--- config.mk ---
export PLATFORM = sky130hd
export DESIGN_NAME = imuldiv_int_mul_pipelined_param
export DESIGN_NICKNAME = d
export VERILOG_FILES = /design/src/rtl/imuldiv_int_mul_pipelined_param.sv
export SDC_FILE = /design/constraint.sdc
export NUM_CORES = 2
export LEC_CHECK = 0
export CAP_MARGIN = 20
export CORE_AREA = 2 2 340 342
export CTS_CLUSTER_DIAMETER = 40
export CTS_CLUSTER_SIZE = 8
export DETAILED_ROUTE_END_ITERATION = 10
export DIE_AREA = 0 0 342 344
export MAX_ROUTING_LAYER = met4
export PLACE_DENSITY = 0.88
export SYNTH_ARGS = -nofsm -noshare
export SYNTH_HDL_FRONTEND = slang
export SYNTH_SLANG_ARGS = --single-unit
--- constraint.sdc ---
create_clock -name clk -period 18.4 [get_ports clk]
set_clock_uncertainty 0.1 [all_clocks]
set_input_delay 1.84 -clock clk [delete_from_list [all_inputs] [get_ports clk]]
set_output_delay 1.84 -clock clk [all_outputs]
set_load 0.005 [all_outputs]
--- src/rtl/imuldiv_int_mul_pipelined_param.sv ---
// Elastic, fully pipelined W x W -> 2W signed/unsigned multiplier with STAGES-cycle latency.
// Optional completed-response counter port mulresp_count: define IMULDIV_MUL_COUNT_EN.
module imuldiv_int_mul_pipelined_param #(
   parameter int W              = 32,
   parameter int STAGES         = 4,
   parameter int SIGNED_DEFAULT = 1
) (
   input  logic             clk,
   input  logic             reset,
   input  logic [W-1:0]     mulreq_msg_a,
   input  logic [W-1:0]     mulreq_msg_b,
   input  logic             mulreq_msg_sign,
   input  logic             mulreq_val,
   output logic             mulreq_rdy,
   output logic [2*W-1:0]   mulresp_msg_result,
   output logic             mulresp_val,
   input  logic             mulresp_rdy
`ifdef IMULDIV_MUL_COUNT_EN
   ,
   output logic [31:0]      mulresp_count
`endif
);

   localparam int CHUNK = W / STAGES;

   if ((W < 8) || ((W % 2) != 0) || (STAGES < 1) || (STAGES > 8) || ((W % STAGES) != 0) ||
       ((SIGNED_DEFAULT != 0) && (SIGNED_DEFAULT != 1))) begin : g_bad_param
      $error("imuldiv_int_mul_pipelined_param: illegal parameter combination");
   end

   // Sum of the CHUNK partial products of |B| bits [k*CHUNK +: CHUNK] times |A|.
   function automatic logic [2*W-1:0] pp_chunk(input logic [W-1:0] a, input logic [W-1:0] b,
                                                input int unsigned k);
      logic [2*W-1:0] sh_a;
      logic [W-1:0]   sh_b;
      logic [2*W-1:0] sum;
      sh_a = {{W{1'b0}}, a} << (k * CHUNK);
      sh_b = b >> (k * CHUNK);
      sum  = '0;
      for (int j = 0; j < CHUNK; j++) begin
         if (sh_b[0]) begin
            sum = sum + sh_a;
         end
         sh_a = sh_a << 1'b1;
         sh_b = sh_b >> 1'b1;
      end
      return sum;
   endfunction

   logic [STAGES-1:0] val_s;
   logic [STAGES-1:0] can_load_s;
   logic [STAGES-1:0] leave_s;

   // A stage can load if it or any stage downstream of it is empty, or the sink takes the head.
   for (genvar k = 0; k < STAGES; k++) begin : g_flow
      assign can_load_s[k] = mulresp_rdy | ~(&val_s[STAGES-1:k]);
      if (k == STAGES - 1) begin : g_last
         assign leave_s[k] = val_s[k] & mulresp_rdy;
      end else begin : g_mid
         assign leave_s[k] = val_s[k] & can_load_s[k+1];
      end
   end

   assign mulreq_rdy = reset & can_load_s[0];

   for (genvar k = 0; k < STAGES; k++) begin : g_st
      localparam bit IS_LAST = (k == STAGES - 1);
      logic [W-1:0]   in_a_s;
      logic [W-1:0]   in_b_s;
      logic           in_neg_s;
      logic           load_s;
      logic [2*W-1:0] in_acc_s;
      logic [2*W-1:0] sum_s;
      logic           val_q;
      logic           val_d;
      logic [2*W-1:0] acc_q;
      logic [2*W-1:0] acc_d;

      if (k == 0) begin : g_src
         // Operands enter as magnitudes; the product sign travels alongside them.
         always_comb begin
            load_s   = mulreq_val & mulreq_rdy;
            in_acc_s = '0;
            in_neg_s = mulreq_msg_sign & (mulreq_msg_a[W-1] ^ mulreq_msg_b[W-1]);
            if (mulreq_msg_sign & mulreq_msg_a[W-1]) begin
               in_a_s = -mulreq_msg_a;
            end else begin
               in_a_s = mulreq_msg_a;
            end
            if (mulreq_msg_sign & mulreq_msg_b[W-1]) begin
               in_b_s = -mulreq_msg_b;
            end else begin
               in_b_s = mulreq_msg_b;
            end
         end
      end else begin : g_pipe
         // Inputs come from the previous stage as it hands its entry forward.
         always_comb begin
            load_s   = leave_s[k-1];
            in_a_s   = g_st[k-1].g_fwd.a_q;
            in_b_s   = g_st[k-1].g_fwd.b_q;
            in_neg_s = g_st[k-1].g_fwd.neg_q;
            in_acc_s = g_st[k-1].acc_q;
         end
      end

      // Accumulate this stage's partial products; the last stage restores the sign.
      always_comb begin
         sum_s = in_acc_s + pp_chunk(in_a_s, in_b_s, k);
         if (IS_LAST && in_neg_s) begin
            sum_s = -sum_s;
         end else begin
            sum_s = sum_s;
         end
      end

      // Stage occupancy and accumulator next state.
      always_comb begin
         if (load_s) begin
            val_d = 1'b1;
            acc_d = sum_s;
         end else begin
            val_d = val_q & ~leave_s[k];
            acc_d = acc_q;
         end
      end

      // Stage occupancy and accumulator registers.
      always_ff @(posedge clk) begin
         if (!reset) begin
            val_q <= 1'b0;
            acc_q <= '0;
         end else begin
            val_q <= val_d;
            acc_q <= acc_d;
         end
      end

      assign val_s[k] = val_q;

      if (k < STAGES - 1) begin : g_fwd
         logic [W-1:0] a_q;
         logic [W-1:0] a_d;
         logic [W-1:0] b_q;
         logic [W-1:0] b_d;
         logic         neg_q;
         logic         neg_d;

         // Operand magnitudes and sign forwarded to the next stage.
         always_comb begin
            if (load_s) begin
               a_d   = in_a_s;
               b_d   = in_b_s;
               neg_d = in_neg_s;
            end else begin
               a_d   = a_q;
               b_d   = b_q;
               neg_d = neg_q;
            end
         end

         // Operand forwarding registers.
         always_ff @(posedge clk) begin
            if (!reset) begin
               a_q   <= '0;
               b_q   <= '0;
               neg_q <= 1'b0;
            end else begin
               a_q   <= a_d;
               b_q   <= b_d;
               neg_q <= neg_d;
            end
         end
      end
   end

   assign mulresp_val        = val_s[STAGES-1];
   assign mulresp_msg_result = g_st[STAGES-1].acc_q;

`ifdef IMULDIV_MUL_COUNT_EN
   logic [31:0] count_q;
   logic [31:0] count_d;

   // Completed-response count, wrapping at 2^32.
   always_comb begin
      if (mulresp_val & mulresp_rdy) begin
         count_d = count_q + 32'd1;
      end else begin
         count_d = count_q;
      end
   end

   // Completed-response count register.
   always_ff @(posedge clk) begin
      if (!reset) begin
         count_q <= 32'd0;
      end else begin
         count_q <= count_d;
      end
   end

   assign mulresp_count = count_q;
`endif

endmodule
* Yosys cells after proc, flatten, opt, wreduce, memory -nomap -nowiden
Index checks and enable logic that the tools add are counted.
** Operators by class
- Add/sub/neg operators :: 34
- Multiply operators :: 0
- Div/mod/pow operators :: 0
- $lt $le $gt $ge :: 0
- Equality and inequality tests :: 0
- Shift-type cells :: 0
- Muxes and demuxes :: 39
- Bitwise gates (word level) :: 26
- Reductions and logical operators :: 3
** Operator list (number)
- $mux 64 :: 29
- $add 64x64->64 :: 3
- $mux 32 :: 3
- $add 64x34->64 :: 1
- $add 64x35->64 :: 1
- $add 64x36->64 :: 1
- $add 64x37->64 :: 1
- $add 64x38->64 :: 1
- $add 64x39->64 :: 1
- $add 64x41->64 :: 1
- $add 64x42->64 :: 1
- $add 64x43->64 :: 1
- $add 64x44->64 :: 1
- $add 64x45->64 :: 1
- $add 64x46->64 :: 1
- $add 64x47->64 :: 1
- $add 64x49->64 :: 1
- $add 64x50->64 :: 1
- $add 64x51->64 :: 1
- $add 64x52->64 :: 1
- $add 64x53->64 :: 1
- $add 64x54->64 :: 1
- $add 64x55->64 :: 1
- $add 64x58->64 :: 1
- 20 further kinds :: 46
** Storage, ports and cells
- Bits in registers :: 455
- Bits in latches :: 0
- Bits in writable memories :: 0
- Memory bits (read-only) :: 0
- Input port bits :: 69
- Output and inout port bits :: 66
- Logic and storage cells :: 119
- Memories :: 0

* Logic depth before layout (Yosys ltp)
- Depth in word-level cells :: 18
- Mapped depth :: 88
- Mapped depth without buffers :: 83

* Least setup slack after synthesis
No wires, ideal clock.
- Path kind :: reg-to-reg
- From :: register g_st[2].g_fwd.b_q[24]
- To :: register g_st[3].acc_q[61], in the netlist mulresp_msg_result[61]
- Setup time :: 0.086 ns
- Data arrival time :: 14.806 ns
- Data required time :: 18.214 ns
- Path slack :: 3.409 ns
- Stages on the path, launching flop included :: 76
- Path buffers :: 4
- Clock period less this slack :: 14.991 ns
- Cell sequence :: dfxtp_1 buf_2 buf_1 clkbuf_1 clkbuf_1 and2_1 ha_1 a21o_1 maj3_4 a31o_1 a22o_1 a22oi_2 xnor2_1 mux2_2 ha_1 nor4_1 o21ai_1 a21o_1 (+40 left out) xor2_1 mux2_2 ha_1 o21ai_0 nand2b_1 a21oi_1 a31oi_1 a2111oi_0 o22ai_1 nand2b_1 a21oi_1 xor2_1 nand4_1 or3b_4 nor4_2 a31oi_1 xnor2_1 a211oi_1
** Between the ends
- Cells in the longest elaborated chain, start to end :: 18
** Ends and longest elaborated chain
- from (decl) :: line 144 : logic [W-1:0] b_q;
- from (signal assigned) :: line 166 : b_q <= '0;
- from (signal assigned) :: line 170 : b_q <= b_d;
- $mux 56 * :: line 41 : if (sh_b[0]) begin
- $add 56x57->58 :: line 42 : sum = sum + sh_a;
- $mux 64 * :: line 41
- $add 64x58->64 :: line 42
- $mux 64 * :: line 41
- $add 64x59->64 :: line 42
- $mux 64 * :: line 41
- $add 64x60->64 :: line 42
- (+2 left out)
- $mux 64 * :: line 41
- $add 64x62->64 :: line 42
- $mux 64 * :: line 41
- $add 64x63->64 :: line 42
- $mux 64 * :: line 41
- $add 64x64->64 * :: line 109 : sum_s = in_acc_s + pp_chunk(in_a_s, in_b_s, k);
- $neg 64->64 :: line 111 : sum_s = -sum_s;
- $mux 64 * :: line 110 : if (IS_LAST && in_neg_s) begin
- to (signal assigned) :: line 132 : acc_q <= '0;
- to (signal assigned) :: line 135 : acc_q <= acc_d;
- to (decl) :: line 76 : logic [2*W-1:0] acc_q;
Mark *: on every way between the ends. The rest lies on a longest branch, timed or not.
A chain may end at the register's enable or synchronous reset.

* Worst setup path after layout
- From :: input mulreq_msg_a[0]
- To :: register g_st[0].acc_q[38]
** Between the ends
- Cells in the longest elaborated chain, start to end :: 17
** Ends and longest elaborated chain
- from (decl) :: line 10 : input logic [W-1:0] mulreq_msg_a,
- $neg 32->32 * :: line 86 : in_a_s = -mulreq_msg_a;
- $mux 32 * :: line 85 : if (mulreq_msg_sign & mulreq_msg_a[W-1]) begin
- named net g_st[0].in_a_s[7] :: line 68 : logic [W-1:0] in_a_s;
- $mux 32 :: line 41
- $add 32x33->34 :: line 42
- $mux 64 :: line 41
- $add 64x34->64 :: line 42
- $mux 64 :: line 41
- (+2 left out)
- $add 64x36->64 :: line 42
- $mux 64 :: line 41
- $add 64x37->64 :: line 42
- $mux 64 :: line 41
- $add 64x38->64 :: line 42
- $mux 64 :: line 41
- $add 64x39->64 :: line 42
- $mux 64 * :: line 41
- to (signal assigned) :: line 132
- to (signal assigned) :: line 135
- to (decl) :: line 76
The timed path passes the listed nets; every way through them passes the cells marked *.

==> impl_metrics.ini <==
[status]
outcome = complete, no violations

[clock_tree]
clk_pin_slew_ps = 40
tritoncts = yes
clk_latency_ps = 720
root_buffer = clkbuf_16
cts_max_level = 3
numCtsBuffers = 77
clk_path_buf_depth = 3
cts.sinks = 361
post_cts_buffers = 0

[worst_setup_path]
start_kind = input pin
cp_common_cell = a21oi_1
cp.arrival_ps = 17610
required_ps = 18850
worstPathMaxFanout = 12
end_kind = register
r2r_slack_ps = 1480
cpMaxStageDelayCell = nor4_2
cpPeakStageDelay_ps = 690
setup.worst_path.class = input pin to register

[final_layout]
area_growth_pct = 7.77
fin_util = 0.708
stdcell_count = 12100
drive_gt1_frac = 0.0718
nNetsFinal = 11600

[place]
dpl.hpwl_um = 212000
portBuffers = 134
gp_congestion = 1.07
placed_cells = 11900
dp_slack_ps = 797

[yosys]
ys_async_sr_fraction = 0
synth-main-ff-cell = dfxtp_1
syn-cell-area_sq_um = 74800
yosysMostFrequentCell = nand2_1
yosysUniqueCellTypes = 119
synth-seq-cells = 361
synth_common_cells = 1,216 x nand2_1, 1,133 x a21oi_1, 1,010 x ha_1
netlist_instances = 10500
yosysWarnings = 0
ys_seq_area_frac = 0.0966
synth_edf_count = 0
synthTopCellsByArea = ha_1 17%, dfxtp_1 9.7%, a21oi_1 7.6%, xnor2_1 6.7%, nand2_1 6.1%
synth_top_area_frac = 0.169
yosys.area.top_type = ha_1
syn_nets = 11600
avgSynthCellArea_sq_um = 7.12

[grt]
antenna_found_initial = 12
grt_pass1_vias = 77700
grt_pass1_wl_um = 419000
grt_overflow = 0
grt_max_degree = 96
grt_use_total = 0.456

[floorplan]
dieArea_sq_um = 118000
die_h_um = 344
start_util = 0.657
core_sq_um = 114000
rows = 124
io_pins = 135
die_w_um = 342

[route]
num_vias = 81900
dr.pass1.iters = 10
ant_nets = 0
wl_met3_um = 26400
highest_layer = met4
wire_per_inst_um = 22.5
drt-met1-wl_um = 104000
drt_iter0_markers = 8524
met2_length_um = 118000
viasPerCell = 6.79
drc = 0
routed_wl_um = 271000

[sta]
setup_viol = 0
min_period_ps = 17160
hold_viol_final = 0
finalCritPeriodShare = 0.933
worst_pin_slew_ps = 1240
drv_slew = 0
rsz0062_at_grt = false
fmax_ghz = 0.0583
relSlewSlack = 0.151
worst_slack_ps = 1240
tns_ps = 0

[pwr]
power_density_nw_per_um2 = 102
p_total_mw = 8.25
leakagePower_nw = 38.9
peakVddDrop_mv = 0.115

[flow_run]
drv_cap = 0

[worst_hold_path]
hold_class = register to register
[per-layer routing]
layer	vias up	global-route usage
met5	-	-
met4	0	0.327
met3	1232	0.0962
met2	4076	0.707
met1	38100	0.523
li1	38500	-
[worst max-delay path, delay by kind of cell]
family | cells | cell delay [ps]
buffers and inverters | 6 | 1510
and+or+nand+nor | 16 | 3700
adders and majority gates | 7 | 2340
muxes | 1 | 290
xor gates and xnor gates | 5 | 860
AOI/OAI and AO/OA | 32 | 7040
[layout by cell type, fill, tap and decap left out, types with 125 or more instances in the layout]
cell / n
nand2_1: 1212
ha_1: 1010
dfxtp_1: 355
and2_1: 137
o21bai_1: 132
a21oi_1: 1133
a211oi_1: 156
o21ai_0: 677
xnor2_1: 559
mux2_2: 305
a21o_1: 486
nor2_1: 838
inv_1: 453
clkdlybuf4s50_1: 133
o21a_1: 201
nand3_1: 280
nor3_1: 158
buf_4: 125
xor2_1: 308
nand2b_1: 148
[per-stage QoR]
step	hold WS [ps]	area (sq um)
2_1_floorplan	331	74800
3_3_place_gp	333	77900
3_5_place_dp	346	78000
4_1_cts	352	80500
5_1_grt	366	80700
6_report	350	80700
[flip-flops by register name, summed over array words and instances, names as in the netlist]
signal	count
g_st.g_fwd.a_q	96
g_st.acc_q	146
mulresp_msg_result	64
g_st.g_fwd.neg_q	3
g_st.val_q	3
mulresp_val	1
g_st.g_fwd.b_q	48
[worst paths after layout]
check,from,cells after the start,end
max,mulreq_msg_a[0],67,g_st[0].acc_q[38]
min,g_st[0].g_fwd.b_q[20],2,g_st[1].g_fwd.b_q[20]
max reg2reg,g_st[1].g_fwd.a_q[1],73,g_st[2].acc_q[53]
min reg2reg,g_st[0].g_fwd.b_q[20],2,g_st[1].g_fwd.b_q[20]
[cell families after synthesis]
kind of cell | synth area share
AO/OA/AOI/OAI | 0.310
AND/OR/NAND/NOR | 0.213
adder cells (fa/ha/maj) | 0.177
XOR/XNOR | 0.105
buffers and inverters | 0.0412
multiplexers | 0.0574
flip-flops | 0.0966
[area by class of cell]
class | instances | area, sq um
Clock buffer | 92 | 2070
Clock inverter | 36 | 515
Antenna cell | 11 | 27.5
Multi-Input combinational cell | 9335 | 64800
Fill cell | 9499 | 33200
Sequential cell | 361 | 7230
Timing Repair Buffer | 263 | 2350
Tap cell | 1512 | 1890
Inverter | 458 | 1730
[repair_timing]
item / in CTS / in global routing
hold buffers: 0 / 0
hold endpoints to repair: 0 / 0
resized for setup: 0 / 6
endpoints found under the setup margin: 0 / 5
[where the power goes]
group / leakage [nW] / switching, mW / internal, mW
clock: 1.23 / 0.517 / 0.891
sequential: 2.94 / 0.0756 / 0.847
combinational: 34.7 / 3.44 / 2.47
Power figures use the tool's default switching activity.
